===== src/rtl/axis_out_packer_if.sv =====
// Stream bundle for the output packer: narrow engine-side result beats in,
// wide host-side axi_out beats out.
interface axis_out_packer_if #(
  parameter int C_IN_WIDTH  = 64,
  parameter int C_OUT_WIDTH = 512
);
  logic                     s_axis_tvalid;
  logic                     s_axis_tready;
  logic [C_IN_WIDTH-1:0]    s_axis_tdata;
  logic                     s_axis_tlast;
  logic                     m_axis_tvalid;
  logic                     m_axis_tready;
  logic [C_OUT_WIDTH-1:0]   m_axis_tdata;
  logic [C_OUT_WIDTH/8-1:0] m_axis_tkeep;
  logic                     m_axis_tlast;

  // Packer side: accepts the narrow stream and drives the wide stream.
  modport master (
    input  s_axis_tvalid, s_axis_tdata, s_axis_tlast, m_axis_tready,
    output s_axis_tready, m_axis_tvalid, m_axis_tdata, m_axis_tkeep, m_axis_tlast
  );

  // Surrounding logic: produces narrow beats and consumes wide beats.
  modport slave (
    output s_axis_tvalid, s_axis_tdata, s_axis_tlast, m_axis_tready,
    input  s_axis_tready, m_axis_tvalid, m_axis_tdata, m_axis_tkeep, m_axis_tlast
  );
endinterface


===== src/rtl/axis_out_packer.sv =====
// Packs 64-bit engine result beats into 512-bit axi_out beats with tkeep/tlast,
// tracks frame length against cfg_total_beats and pulses done after the last beat.
module axis_out_packer #(
  parameter int C_IN_WIDTH  = 64,
  parameter int C_OUT_WIDTH = 512
) (
  input  logic                ap_clk,
  input  logic                areset,
  input  logic                start,
  input  logic [31:0]         cfg_total_beats,
  output logic                busy,
  output logic                done,
  output logic                err_len,
  axis_out_packer_if.master   axis
);
  localparam int LP_RATIO = C_OUT_WIDTH / C_IN_WIDTH;
  localparam int KEEP_W   = C_OUT_WIDTH / 8;
  localparam int BPB      = C_IN_WIDTH / 8;
  localparam int CNT_W    = $clog2(LP_RATIO + 1);
  localparam int LANE_W   = $clog2(C_OUT_WIDTH);

  typedef enum logic [1:0] {IDLE, RUN, DRAIN, DONE} state_t;

  state_t                  state_q, state_d;
  logic [C_OUT_WIDTH-1:0]  pack_data;
  logic [CNT_W-1:0]        pack_cnt;
  logic [31:0]             beats_rem;
  logic                    err_q;
  logic [C_OUT_WIDTH-1:0]  m_data;
  logic [KEEP_W-1:0]       m_keep;
  logic                    m_last;
  logic                    m_vld;

  logic                    pack_full;
  logic                    out_free;
  logic                    move;
  logic                    s_rdy;
  logic                    in_hs;
  logic                    last_in;
  logic [LANE_W-1:0]       lane_base;

  // Byte enables for a pack holding cnt input beats, low lanes first.
  function automatic logic [KEEP_W-1:0] keep_for(input logic [CNT_W-1:0] cnt);
    logic [KEEP_W-1:0] k;
    k = '0;
    for (int b = 0; b < KEEP_W; b++) k[b] = (b < int'(cnt) * BPB);
    return k;
  endfunction

  assign pack_full = (pack_cnt == CNT_W'(LP_RATIO));
  assign out_free  = !m_vld || axis.m_axis_tready;
  // In DRAIN the pack holds the frame's tail, which may be partial.
  assign move      = out_free && (pack_full || (state_q == DRAIN && pack_cnt != '0));
  assign s_rdy     = (state_q == RUN) && (!pack_full || move);
  assign in_hs     = axis.s_axis_tvalid && s_rdy;
  assign last_in   = in_hs && (axis.s_axis_tlast || beats_rem == 32'd1);
  assign lane_base = LANE_W'(pack_cnt) * LANE_W'(C_IN_WIDTH);

  always_ff @(posedge ap_clk) begin
    if (areset) state_q <= IDLE;
    else        state_q <= state_d;
  end

  always_comb begin
    state_d = state_q;
    case (state_q)
      IDLE:    if (start) state_d = (cfg_total_beats == 32'd0) ? DONE : RUN;
      RUN:     if (last_in) state_d = DRAIN;
      DRAIN:   if (m_vld && axis.m_axis_tready && m_last) state_d = DONE;
      DONE:    state_d = IDLE;
      default: state_d = IDLE;
    endcase
  end

  always_ff @(posedge ap_clk) begin
    if (areset) begin
      beats_rem <= '0;
      err_q     <= 1'b0;
      pack_data <= '0;
      pack_cnt  <= '0;
      m_data    <= '0;
      m_keep    <= '0;
      m_last    <= 1'b0;
      m_vld     <= 1'b0;
    end else begin
      if (state_q == IDLE && start) begin
        beats_rem <= cfg_total_beats;
        err_q     <= 1'b0;
      end else if (in_hs && beats_rem != 32'd0) begin
        beats_rem <= beats_rem - 32'd1;
      end

      // Early tlast, or count exhausted without tlast.
      if (in_hs && ((axis.s_axis_tlast && beats_rem > 32'd1) ||
                    (!axis.s_axis_tlast && beats_rem == 32'd1)))
        err_q <= 1'b1;

      if (move) begin
        pack_data <= '0;
        if (in_hs) pack_data[C_IN_WIDTH-1:0] <= axis.s_axis_tdata;
        pack_cnt  <= in_hs ? CNT_W'(1) : '0;
      end else if (in_hs) begin
        pack_data[lane_base +: C_IN_WIDTH] <= axis.s_axis_tdata;
        pack_cnt  <= pack_cnt + CNT_W'(1);
      end

      if (move) begin
        m_data <= pack_data;
        m_keep <= keep_for(pack_cnt);
        m_last <= (state_q == DRAIN);
        m_vld  <= 1'b1;
      end else if (axis.m_axis_tready) begin
        m_vld  <= 1'b0;
      end
    end
  end

  assign busy               = (state_q == RUN) || (state_q == DRAIN);
  assign done               = (state_q == DONE);
  assign err_len            = err_q;
  assign axis.s_axis_tready = s_rdy;
  assign axis.m_axis_tvalid = m_vld;
  assign axis.m_axis_tdata  = m_data;
  assign axis.m_axis_tkeep  = m_keep;
  assign axis.m_axis_tlast  = m_last;
endmodule


===== src/flat_wrapper.sv =====
// flat-port wrapper written by rule: the top's interface ports become plain ports
module axis_out_packer_flat 
#(
  parameter int C_IN_WIDTH  = 64,
  parameter int C_OUT_WIDTH = 512
)
  (ap_clk, areset, start, cfg_total_beats, busy, done, err_len, axis_s_axis_tvalid, axis_s_axis_tdata, axis_s_axis_tlast, axis_m_axis_tready, axis_s_axis_tready, axis_m_axis_tvalid, axis_m_axis_tdata, axis_m_axis_tkeep, axis_m_axis_tlast);
  axis_out_packer_if #(.C_IN_WIDTH(C_IN_WIDTH), .C_OUT_WIDTH(C_OUT_WIDTH)) axis_i ();
  input  logic ap_clk;
  input  logic areset;
  input  logic start;
  input  logic [31:0] cfg_total_beats;
  output logic busy;
  output logic done;
  output logic err_len;
  input wire logic [$bits(axis_i.s_axis_tvalid)-1:0] axis_s_axis_tvalid;
  input wire logic [$bits(axis_i.s_axis_tdata)-1:0] axis_s_axis_tdata;
  input wire logic [$bits(axis_i.s_axis_tlast)-1:0] axis_s_axis_tlast;
  input wire logic [$bits(axis_i.m_axis_tready)-1:0] axis_m_axis_tready;
  output wire logic [$bits(axis_i.s_axis_tready)-1:0] axis_s_axis_tready;
  output wire logic [$bits(axis_i.m_axis_tvalid)-1:0] axis_m_axis_tvalid;
  output wire logic [$bits(axis_i.m_axis_tdata)-1:0] axis_m_axis_tdata;
  output wire logic [$bits(axis_i.m_axis_tkeep)-1:0] axis_m_axis_tkeep;
  output wire logic [$bits(axis_i.m_axis_tlast)-1:0] axis_m_axis_tlast;
  assign axis_i.s_axis_tvalid = axis_s_axis_tvalid;
  assign axis_i.s_axis_tdata = axis_s_axis_tdata;
  assign axis_i.s_axis_tlast = axis_s_axis_tlast;
  assign axis_i.m_axis_tready = axis_m_axis_tready;
  assign axis_s_axis_tready = axis_i.s_axis_tready;
  assign axis_m_axis_tvalid = axis_i.m_axis_tvalid;
  assign axis_m_axis_tdata = axis_i.m_axis_tdata;
  assign axis_m_axis_tkeep = axis_i.m_axis_tkeep;
  assign axis_m_axis_tlast = axis_i.m_axis_tlast;
  axis_out_packer #(.C_IN_WIDTH(C_IN_WIDTH), .C_OUT_WIDTH(C_OUT_WIDTH)) u_core (.ap_clk(ap_clk), .areset(areset), .start(start), .cfg_total_beats(cfg_total_beats), .busy(busy), .done(done), .err_len(err_len), .axis(axis_i));
endmodule

===== config.mk =====
export PLATFORM = sky130hd
export DESIGN_NAME = axis_out_packer_flat
export DESIGN_NICKNAME = d
export VERILOG_FILES = /design/src/rtl/axis_out_packer_if.sv /design/src/rtl/axis_out_packer.sv /design/src/flat_wrapper.sv
export SDC_FILE = /design/constraint.sdc
export NUM_CORES = 2
export LEC_CHECK = 0
export BUFFER_PORTS_ARGS = -buffer_cell sky130_fd_sc_hd__buf_2
export CORE_MARGIN = 5
export CORE_UTILIZATION = 45
export CTS_CLUSTER_DIAMETER = 80
export DETAILED_ROUTE_END_ITERATION = 10
export PLACE_DENSITY_LB_ADDON = 0.1
export SLEW_MARGIN = 20
export SYNTH_ARGS = -nofsm -noshare
export SYNTH_HDL_FRONTEND = slang
export SYNTH_SLANG_ARGS = --single-unit

===== constraint.sdc =====
create_clock -name ap_clk -period 3.47 [get_ports ap_clk]
set_clock_uncertainty 0.05 [all_clocks]
set_input_delay 0.5205 -clock ap_clk [delete_from_list [all_inputs] [get_ports ap_clk]]
set_output_delay 0.5205 -clock ap_clk [all_outputs]
set_load 0.03 [all_outputs]

==> impl_metrics.json <==
{
  "min_period_ns": 3.06,
  "synth.largest_area_cell": "dfxtp_1",
  "p_leak_nw": 17.1,
  "synth_area_mm2": 0.0385,
  "tritoncts": "built",
  "vias_per_cell": 5.28,
  "hp-start": "areset",
  "p_sw_w": 0.00732,
  "grt_start_max_net_pins": 185,
  "cts_max_level": 3,
  "dieArea_mm2": 0.0915,
  "ys.flop_type": "dfxtp_1",
  "first_pass_iters": 6,
  "critPathRequiredTime_ns": 3.94,
  "ys_types": 60,
  "reg2reg_depth": 7,
  "cts.sink_count": 1073,
  "swShare_pct": 26.6,
  "grt_pass1_vias": 31000,
  "clkPwrFrac_pct": 42.8,
  "fin_tns_setup_ns": 0,
  "intPower_w": 0.0202,
  "core_area_mm2": 0.0850,
  "grt_pass1_wl_um": 191000,
  "std_cell_rows": 107,
  "cts_resized": 0,
  "fmax_mhz": 327,
  "wl_met3_um": 9810,
  "setup_violations": 0,
  "synth_area_leaders": "dfxtp_1 56%, nand2_1 19%, a21oi_1 13%, clkbuf_1 3.1%, a32oi_1 1.5%",
  "nFillCells": 8256,
  "seqPwrFrac_pct": 46.4,
  "hold_end": "u_core.axis.m_axis_tdata[509]",
  "wl_met1_um": 55900,
  "post_cts_buffers": 0,
  "cts-root-buf": "clkbuf_16",
  "slew_viol_final": 0,
  "finalNetCount": 5377,
  "synth_top_cell_area_share_pct": 55.8,
  "hold_path_depth": 2,
  "area.growth.synth_to_final_pct": 19.0,
  "syn_inst": 4880,
  "max_cap_viol_count": 0,
  "cp-end-kind": "register",
  "wl_met2_um": 59800,
  "gp_congestion": 0.851,
  "synth_area_per_cell_um2": 7.89,
  "timing.rr.start": "u_core.pack_cnt[1]",
  "worst_setup_path_start_kind": "register",
  "drive_gt1_share_pct": 17.9,
  "rsz0062_at_grt": "false",
  "wire_per_inst_um": 20.0,
  "overflow": 0,
  "tightest_slew_ns": 1.09,
  "antenna_found_initial": 4,
  "power_density_mw_per_mm2": 601,
  "track_usage_pct": 26.6,
  "reg2reg_slack_ns": 0.41,
  "pin_count": 684,
  "die_h_um": 302,
  "period_share_pct": 88.2,
  "clkTransAtPathRegs_ns": 0.06,
  "dp_hpwl_um": 82000,
  "clock_latency_ns": 0.66,
  "hold_buffers": 0,
  "clockBufferDepth": 3,
  "drt_iter0_markers": 2715,
  "ys_seq_area_share_pct": 55.8,
  "synth-edff-count": 0,
  "postRouteAntennaNets": 0,
  "hold_class": "input port to register",
  "initial_utilization_pct": 45.3,
  "ys_async_sr_fraction_pct": 0,
  "critical_path_class": "register to register",
  "io_buffers": 683,
  "fp.dieW_um": 302,
  "synth-seq-cells": 1073,
  "top_layer": "met5",
  "drc_errors": 0,
  "cts_buffers": 111,
  "ys_warn_count": 0,
  "hold_viol_final": 0,
  "finalPower_w": 0.0275,
  "cp_max_fo": 64,
  "totalWireLength_um": 130000,
  "arrival_ns": 3.53,
  "p_comb_share_pct": 10.8,
  "outcome": "finished, final reports clean",
  "syn-num-nets": 4994,
  "timing.rr.end": "u_core.pack_data[299]",
  "vdd_ir_drop_max_mv": 0.452,
  "synthTopCellsByCount": "1940 x nand2_1, 1073 x dfxtp_1, 967 x a21oi_1",
  "relSlewSlack_pct": 27.5,
  "num_vias": 34300,
  "yosysMostFrequentCell": "nand2_1"
}
==> stage by stage <==
step / hold WS, ns / cell area, um2 / worst slack, ns / utilization (%) / std cells
4_1_cts: 0.00614 / 45800 / 0.428 / 53.9 / 6490
2_1_floorplan: 0.382 / 38500 / 0.583 / - / 4880
6_report: 0.0588 / 45800 / 0.408 / 53.9 / 6492
3_5_place_dp: 0.392 / 42200 / 0.410 / 49.6 / 6294
5_1_grt: 0.0317 / 45800 / 0.272 / 53.9 / 6492
3_3_place_gp: 0.388 / 42200 / 0.506 / 49.6 / 6294
==> how the worst max path moves through the flow <==
stage,start,to,cells past startpoint
floorplan,u_core.pack_cnt[0],u_core.pack_data[260],10
global placement,u_core.pack_cnt[1],u_core.pack_data[296],7
detailed placement,u_core.pack_cnt[1],u_core.pack_data[308],7
CTS,u_core.pack_cnt[1],u_core.pack_data[299],7
global route,u_core.pack_cnt[1],u_core.pack_data[263],7
finish,u_core.pack_cnt[1],u_core.pack_data[299],7
==> sequential cells by signal, summed over array words and instances (netlist names) <==
| register | count |
|---|---|
| u_core.pack_data | 512 |
| u_core.pack_cnt | 4 |
| u_core.axis.m_axis_tdata | 512 |
| u_core.err_len | 1 |
| u_core.state_q | 2 |
| u_core.axis.m_axis_tkeep | 8 |
| u_core.axis.m_axis_tvalid | 1 |
| u_core.axis.m_axis_tlast | 1 |
| u_core.beats_rem | 32 |
==> final cells by class <==
class                   instances  area [um2]  area share [%]
flip-flops and latches       1073       21500            46.9
clock inverters                30         354           0.773
diodes                          2        5.00          0.0109
repair buffers                753        4270            9.32
inverters                      11        41.3          0.0902
multi-input cells            3313       15000            32.7
clock buffers                 166        3260            7.11
well taps                    1144        1430            3.13
==> kinds of logic after synthesis <==
kind of cell    share of synthesized area [%]
fa+ha+maj                               0.390
buf+inv                                  5.64
simple gates                             22.2
compound gates                           15.8
xor+xnor                                0.137
flops                                    55.8
==> layer usage <==
metal  vias up  GRT usage, %
li1      16600             -
met1     16200          36.3
met2      1189          42.6
met3       202          5.26
met4         4          8.91
met5         -             0
==> power groups by stage <==
stage               combinational, W  sequential, W  clock (W)
floorplan                    0.00197         0.0130          0
global placement             0.00293         0.0130          0
detailed placement           0.00294         0.0130          0
CTS                          0.00295         0.0127     0.0120
global route                 0.00318         0.0128     0.0125
finish                       0.00296         0.0128     0.0118
==> worst max-delay path, cell delays in order, from the launching register on <==
cell and delay [ns]:
dfxtp_1 0.43, inv_1 0.11, ha_1 0.23, ha_1 0.42, or3b_2 0.56, or4_4 0.83, nand2_1 0.19, a21oi_1 0.08
==> cells in the final DEF, fill, tap and decap left out, drive strengths merged, types with 12 or more instances in the layout <==
| cell type | count |
|---|---|
| a211oi | 13 |
| a21oi | 967 |
| a311oi | 14 |
| a32oi | 64 |
| buf | 753 |
| clkbuf | 166 |
| clkinv | 18 |
| dfxtp | 1073 |
| ha | 12 |
| inv | 13 |
| nand2 | 1940 |
| nor2 | 124 |
| nor3 | 15 |
| nor4 | 24 |
| o21ai | 16 |
| or4 | 19 |
Note: power is estimated with default switching activity, not from simulation.
